**src/rtl/regbank.sv**
```systemverilog
// rtl/regbank.sv - byte/pair register bank with pair load/inc/dec and pair-zero flag
module regbank #(
  parameter int DATASIZE = 8,
  parameter int REGCOUNT = 8,
  parameter int ADDRSIZE = 3
) (
  input  logic                    clk,
  input  logic                    rst,
  input  logic                    wenb,
  input  logic [ADDRSIZE-1:0]     waddr,
  input  logic [DATASIZE-1:0]     wdata,
  input  logic                    penb,
  input  logic [ADDRSIZE-2:0]     paddr,
  input  logic [1:0]              pmode,
  input  logic [2*DATASIZE-1:0]   pdata,
  input  logic [ADDRSIZE-1:0]     raddr0,
  input  logic [ADDRSIZE-1:0]     raddr1,
  output logic [DATASIZE-1:0]     rdata0,
  output logic [DATASIZE-1:0]     rdata1,
  input  logic [ADDRSIZE-2:0]     rpaddr,
  output logic [2*DATASIZE-1:0]   rpdata,
  output logic                    pzero
);

  localparam int PW = 2 * DATASIZE;

  logic [DATASIZE-1:0] regs [REGCOUNT];
  logic [PW-1:0]       pcur;
  logic [PW-1:0]       pres;
  logic                pact;

  // Pair result is formed on the full 2*DATASIZE word so carry/borrow crosses bytes.
  always_comb begin
    pcur = {regs[{paddr, 1'b0}], regs[{paddr, 1'b1}]};
    pres = pcur;
    pact = 1'b0;
    if (penb) begin
      case (pmode)
        2'b00:   begin pres = pdata;          pact = 1'b1; end
        2'b01:   begin pres = pcur + 1'b1;    pact = 1'b1; end
        2'b10:   begin pres = pcur - 1'b1;    pact = 1'b1; end
        default: begin pres = pcur;           pact = 1'b0; end
      endcase
    end
  end

  // Byte write takes priority over the pair result for its own byte.
  always_ff @(posedge clk or negedge rst) begin
    if (!rst) begin
      for (int i = 0; i < REGCOUNT; i++) begin
        regs[i] <= '0;
      end
      pzero <= 1'b0;
    end else begin
      for (int i = 0; i < REGCOUNT; i++) begin
        if (wenb && (waddr == ADDRSIZE'(i))) begin
          regs[i] <= wdata;
        end else if (pact && (paddr == (ADDRSIZE-1)'(i >> 1))) begin
          regs[i] <= i[0] ? pres[DATASIZE-1:0] : pres[PW-1:DATASIZE];
        end
      end
      if (pact) begin
        pzero <= (pres == '0);
      end
    end
  end

  assign rdata0 = regs[raddr0];
  assign rdata1 = regs[raddr1];
  assign rpdata = {regs[{rpaddr, 1'b0}], regs[{rpaddr, 1'b1}]};

endmodule

```
**config.mk**
```make
export PLATFORM = sky130hd
export DESIGN_NAME = regbank
export DESIGN_NICKNAME = d
export VERILOG_FILES = /design/src/rtl/regbank.sv
export SDC_FILE = /design/constraint.sdc
export NUM_CORES = 1
export LEC_CHECK = 0
export ABC_AREA = 0
export BUFFER_PORTS_ARGS = -buffer_cell sky130_fd_sc_hd__buf_2
export CAP_MARGIN = 10
export CELL_PAD_IN_SITES_DETAIL_PLACEMENT = 1
export CELL_PAD_IN_SITES_GLOBAL_PLACEMENT = 2
export CORE_UTILIZATION = 35
export DETAILED_ROUTE_END_ITERATION = 8
export PLACE_DENSITY_LB_ADDON = 0.25
export SLEW_MARGIN = 40
export SYNTH_ARGS = -nofsm -noshare
export SYNTH_HDL_FRONTEND = slang
export SYNTH_SLANG_ARGS = --single-unit
```
**constraint.sdc**
```tcl
create_clock -name clk -period 8.7 [get_ports clk]
set_input_delay 1.74 -clock clk [delete_from_list [all_inputs] [get_ports clk]]
set_output_delay 1.74 -clock clk [all_outputs]
set_load 0.05 [all_outputs]
```
==> results.md, run 1 <==
- HP Class: flop to flop
- WP data arrival: 5.73 ns
- Initial antenna violation count: 0
- Core Util, Final: 41.2%
- Vias/cell: 6.25
- WP data required: 8.94 ns
- Clock buffer depth: 2
- Post-Syn Area: 6070 um2
- Die Area: 17900 um2
- EDFF count, synth: 0
- Post-Route WL: 23800 um
- YS warnings: 0
- Num CTS Buffers: 9
- Setup Viol. Count Final: 0
- Pre-antenna DRT Iters: 4
- Fin crit share: 63.1%
- Ys flop type: dfrtp_1
- CP Class: input port to flop
- Fmax achieved: 182 MHz
- Clock sink count: 65
- Register-to-Register Setup Slack: 4.83 ns
- Syn nets: 710
- Relative slew slack: 49.1%
- Worst Setup Start Kind: input port
- Min cycle time layout: 5.49 ns
- Residual DRC: 0
- Total negative slack: 0 ns
- Vias post-DR: 5721
- Die width: 134 um
- GRT overflow: 0
- Fraction of layout cells with a size suffix above 1: 29.4%
- Area Overhead vs Synth: 13.7%
- H-Tree Depth: 3
- Pin count of the biggest net entering global routing: 66
- # diodes: 0
- Crit. Startpoint: paddr[0]
- Max-cap viol count: 0
- Yosys reg bits: 65
- Actual slew at the worst max-slew pin: 0.763 ns
- R2r startpoint: regs[52]
- Post-cts hold buffer count: 0
- Post-synthesis cell count: 649
- Share of the yosys chip area belonging to registers: 26.8%
- Routability congestion estimate: 0.937
- Commonest non-fill, non-tap cell in the layout: nand2_1
- RSZ-0062 raised after global routing: no
- Final slew viol count: 0
- Status: finished clean
- DPL Wire Length: 17300 um
- Starting Density: 36.2%
- WL/cell: 26.0 um
- Post-cts sizing count: 0
- Worst hold start: pzero
- Crit. End Element: flop
- Worst-path fanout max: 26
- First-pass GRT wire length: 36600 um
- Core ar.: 16800 um2
- Mean Syn Cell Area: 9.36 um2
- Die height: 134 um
- I/O pin count: 76
- Number of setup buffers added after CTS: 0
- Final hold viol count: 0
- Port-buffer cells: 75
- Pwr dens: 254 nW/um2
- Post-synth ARST share: 100%
- Yosys cell types: 61
- Clock skew: 0.00746 ns
- Initial drt markers: 392
- NumNets Final: 751
- Clock slew at reported path FFs: 0.06 ns
- Num rows: 47
- Max VDD drop: 94.9 uV
- Post-DRT Antenna Nets: 0
- Clock root cell: clkbuf_16
- Gr usage total: 27.7%
- CTS tree: yes
- Pleak: 0.00279 uW
- Commonest cells after routing, fill and taps aside: 92 x nand2_1, 75 x buf_2, 65 x dfrtp_1
- Clk_lat worst skew: 0.34 ns
- Vias in the first global route: 5968
[logic make-up (layout without fill, tap and decap cells)]
| kind of cell | Yosys count | in the layout | share of synthesized area [%] |
|---|---|---|---|
| AOI/OAI and AO/OA | 175 | 175 | 17.3 |
| xor gates and xnor gates | 5 | 5 | 0.721 |
| adders and majority gates | 18 | 18 | 3.83 |
| buffers and inverters | 65 | 111 | 4.22 |
| DFF | 65 | 65 | 26.8 |
| muxes | 103 | 103 | 30.8 |
| and+or+nand+nor | 218 | 218 | 16.3 |
[layer usage]
layer / vias up / wire [um] / global-route usage (%)
li1: 2532 / - / -
met1: 2964 / 10500 / 37.7
met2: 186 / 11400 / 44.6
met3: 39 / 1140 / 4.00
met4: 0 / 689 / 10.6
met5: - / 0 / 0
[critical path, stage by stage]
cell and delay (ns):
buf_2 0.57, mux4_2 0.63, ha_1 0.39, a21oi_1 0.31, o21ai_1 0.23, a21o_1 0.23, or3_1 0.30, a31oi_1 0.41
o311ai_0 0.24, or4_1 0.45, o41ai_2 0.20
[registers in the layout, indices dropped and copies added, names as in the netlist]
| name | flops |
|---|---|
| regs | 64 |
| pzero | 1 |
[area by class of cell]
cell class / instances / area [um2]
Sequential cell: 65 / 1630
Tap cell: 220 / 275
Multi-Input combinational cell: 519 / 4220
Clock inverter: 6 / 67.6
Fill cell: 1948 / 9850
Inverter: 12 / 45.0
Timing Repair Buffer: 83 / 439
Clock buffer: 10 / 229
[cells in the mapped netlist, types with 2 or more instances]
| library cell | instances | area, um2 |
|---|---|---|
| mux2i_4 | 2 | 45.0 |
| a31oi_1 | 7 | 43.8 |
| nor4_1 | 7 | 43.8 |
| a221oi_2 | 3 | 45.0 |
| xnor2_1 | 3 | 26.3 |
| or2_2 | 3 | 18.8 |
| inv_1 | 12 | 45.0 |
| nand4_1 | 4 | 25.0 |
| o21ai_1 | 2 | 10.0 |
| nand2_1 | 94 | 353 |
| and2_1 | 2 | 12.5 |
| nor2b_1 | 3 | 18.8 |
| a221oi_1 | 2 | 17.5 |
| o221ai_2 | 2 | 30.0 |
| dfrtp_1 | 65 | 1630 |
| o21bai_1 | 2 | 15.0 |
| buf_1 | 23 | 86.3 |
| xor2_1 | 2 | 17.5 |
| nand3_1 | 6 | 30.0 |
| or3_1 | 6 | 37.5 |
| nor2_1 | 57 | 214 |
| clkbuf_1 | 27 | 101 |
| and3_1 | 10 | 62.6 |
| nand3b_1 | 2 | 15.0 |
| o211ai_1 | 3 | 22.5 |
| mux2_2 | 16 | 180 |
| nand2b_1 | 7 | 43.8 |
| or4_1 | 2 | 15.0 |
| ha_1 | 17 | 213 |
| o21ai_0 | 66 | 330 |
| mux2i_1 | 21 | 210 |
| a21o_1 | 6 | 45.0 |
| o31ai_1 | 6 | 45.0 |
| a211oi_1 | 3 | 22.5 |
| o21a_1 | 2 | 15.0 |
| nor3_1 | 9 | 45.0 |
| mux4_2 | 63 | 1420 |
| a21oi_1 | 59 | 295 |
[where the power goes]
part	internal [uW]	total, uW	leakage, uW	switching (uW)
Sequential	383	527	0.000819	143
Clock	223	371	0.000139	148
Combinational	337	859	0.00183	522
Total	943	1760	0.00279	814
[through the flow]
stage	worst slack (ns)	area (um2)	total power [uW]	hold slack [ns]	std cells
3_3_place_gp	3.01	6580	1340	0.558	899
5_1_grt	2.87	6910	1840	0.594	915
3_5_place_dp	2.86	6610	1370	0.553	899
6_report	3.21	6910	1760	0.552	915
4_1_cts	3.22	6910	1750	0.566	915
2_1_floorplan	3.28	6070	1120	0.568	649
[final timing paths]
check | depth (start not counted) | endpoint
worst max-delay path | 11 | pzero
worst min-delay path | 2 | pzero
worst max register to register | 10 | pzero
worst min register to register | 2 | pzero
max in group asynchronous | 2 | regs[28]
min in group asynchronous | 2 | regs[2]
Power figures use the tool's default switching activity.
==> run 2: changes to the inputs <==
--- a/config.mk
+++ b/config.mk
@@ -10,7 +10,7 @@
 export CAP_MARGIN = 10
 export CELL_PAD_IN_SITES_DETAIL_PLACEMENT = 1
 export CELL_PAD_IN_SITES_GLOBAL_PLACEMENT = 2
-export CORE_UTILIZATION = 35
+export CORE_UTILIZATION = 34
 export DETAILED_ROUTE_END_ITERATION = 8
 export PLACE_DENSITY_LB_ADDON = 0.25
 export SLEW_MARGIN = 40
==> constraint.sdc (replaced) <==
create_clock -name clk -period 4.6 [get_ports clk]
set_input_delay 0.92 -clock clk [delete_from_list [all_inputs] [get_ports clk]]
set_output_delay 0.92 -clock clk [all_outputs]
set_load 0.05 [all_outputs]
==> results.md, run 2 (synthesized netlist as in run 1, its figures left out) <==
- Worst path cell trace: buf_2, mux2i_4, mux2i_1, inv_1, fa_1, nor2b_1, o211ai_1, a211oi_1, o21ai_0, a31oi_1, o311ai_0, or4_1, o41ai_2
- R2r startpoint: regs[16]
- HP Class: flop to flop
- WP data arrival: 4.56 ns (-1.17 ns)
- Fraction of layout cells with a size suffix above 1: 30.5% (+1.1 points)
- Die width: 136 um (+1.4%)
- RSZ-0062 raised after global routing: no
- Max-cap viol count: 0 (unchanged)
- NumNets Final: 765 (+1.9%)
- Pleak: 0.00288 uW (+3.1%)
- Die height: 136 um (+1.4%)
- Placed Instances: 918 (+2.1%)
- Max FFs per register: 64 (unchanged)
- Clock sink count: 65 (unchanged)
- Number of setup buffers added after CTS: 0 (unchanged)
- Final slew viol count: 0 (unchanged)
- Routability congestion estimate: 0.944 (+0.74%)
- Non-filler cells, final: 934 (+2.1%)
- H-Tree Depth: 3 (unchanged)
- WL/cell: 25.5 um (-1.6%)
- Starting Density: 35.0% (-1.2 points)
- Min cycle time layout: 4.32 ns
- I/O pin count: 76 (unchanged)
- Gr usage total: 27.6% (-0.12 points)
- Pwr dens: 491 nW/um2 (+93%)
- Pre-antenna DRT Iters: 4 (unchanged)
- GRT overflow: 0 (unchanged)
- Final hold viol count: 0 (unchanged)
- R2R cell count: 12 (+2)
- Actual slew at the worst max-slew pin: 0.816 ns (+0.0523 ns)
- Crit. End Element: flop
- Area Overhead vs Synth: 16.3%
- Die Area: 18400 um2 (+2.9%)
- Status: finished clean
- Num rows: 48 (+2.1%)
- Worst hold start: pzero
- Worst Setup Start Kind: input port
- Post-Route WL: 23900 um (+0.40%)
- Commonest non-fill, non-tap cell in the layout: nand2_1
- Fmax achieved: 232 MHz
- Clock root cell: clkbuf_16
- WP data required: 4.85 ns (-4.09 ns)
- Post-cts hold buffer count: 0 (unchanged)
- CP max stage delay: 0.48 ns (-0.15 ns)
- Max VDD drop: 194 uV (+100%)
- Post-cts sizing count: 0 (unchanged)
- Hold Path Depth: 2 (unchanged)
- Register-to-Register Setup Slack: 0.87 ns (-3.96 ns)
- Clock buffer depth: 2 (unchanged)
- CTS tree: yes
- Worst-path fanout max: 21 (-19%)
- Setup Viol. Count Final: 0 (unchanged)
- Residual DRC: 0 (unchanged)
- WHS Endpoint: pzero
- DPL Wire Length: 17700 um (+2.3%)
- Fin crit share: 93.8%
- Pin count of the biggest net entering global routing: 43 (-35%)
- Clock slew at reported path FFs: 0.06 ns (about the same)
- Core ar.: 17400 um2 (+3.6%)
- Num CTS Buffers: 9 (unchanged)
- CP Class: input port to flop
- Vias post-DR: 5750 (+0.51%)
- Top reg by flops: regs
- Initial drt markers: 455 (+16%)
- End of the worst register-to-register path: pzero
- Vias/cell: 6.16 (-1.5%)
- Worst path slowest cell: buf_2
- Clk_lat worst skew: 0.35 ns (about the same)
- Post-DRT Antenna Nets: 0 (unchanged)
- # diodes: 0 (unchanged)
- First-pass GRT wire length: 37200 um (+1.9%)
- Relative slew slack: 45.5% (-3.6 points)
- Total negative slack: 0 ns (unchanged)
- Clock skew: 0.00826 ns (+0.000799 ns)
- Min Hold Slack: 0.537 ns (-0.0149 ns)
- Initial antenna violation count: 0 (unchanged)
- Commonest cells after routing, fill and taps aside: 93 x nand2_1, 74 x buf_2, 66 x o21ai_0
- Vias in the first global route: 6178 (+3.5%)
- Port-buffer cells: 75 (unchanged)
- Biggest regs: regs (64), pzero (1)
run 2: area by class of cell:
| class | count | area (um2) |
|---|---|---|
| Timing Repair Buffer | 97 | 556 |
| Inverter | 12 | 45.0 |
| Fill cell | 1997 | 10300 |
| Multi-Input combinational cell | 519 | 4210 |
| Tap cell | 225 | 282 |
| Clock buffer | 9 | 225 |
| Sequential cell | 65 | 1630 |
| Clock inverter | 7 | 119 |
run 2: layer usage:
metal / vias to the layer above / track usage [%] / part of all wire [%]
met5: - / 0 / 0
met4: 0 / 9.93 / 2.5
met3: 40 / 4.64 / 5.7
met2: 183 / 44.5 / 49
met1: 2976 / 37.2 / 43
li1: 2551 / - / -
run 2: worst max path at each step:
| stage | startpoint | end | slack [ns] | cells after the start |
|---|---|---|---|---|
| after global placement | paddr[1] | pzero | 0.13 | 13 |
| after floorplan | paddr[0] | pzero | 0.003 | 13 |
| after CTS | paddr[1] | pzero | 0.33 | 13 |
| final | paddr[1] | pzero | 0.28 | 13 |
| after detailed placement | paddr[1] | pzero | -0.02 | 13 |
| after global routing | paddr[1] | pzero | 0.03 | 13 |
run 2: where the power goes:
part	internal, uW	leakage, uW	switching, uW
logic	667	0.00190	1010
registers	726	0.000819	255
clock network	529	0.000162	284
run 2: metrics by stage:
| step | setup slack, ns | area, um2 | power [uW] | utilization, % |
|---|---|---|---|---|
| floorplan | 0.00311 | 6070 | 2110 | - |
| detailed placement | -0.0167 | 6710 | 2630 | 38.6 |
| CTS | 0.334 | 7050 | 3460 | 40.6 |
| global route | 0.0261 | 7060 | 3630 | 40.7 |
| finish | 0.283 | 7060 | 3470 | 40.7 |
| global placement | 0.133 | 6700 | 2570 | 38.6 |
run 2: worst max-delay path: cells and delay by family:
kind	cells	cell delay [ns]
multiplexers	2	0.42
buffers and inverters	2	0.60
AO/OA/AOI/OAI	6	1.46
adder cells (fa/ha/maj)	1	0.47
AND/OR/NAND/NOR	2	0.68
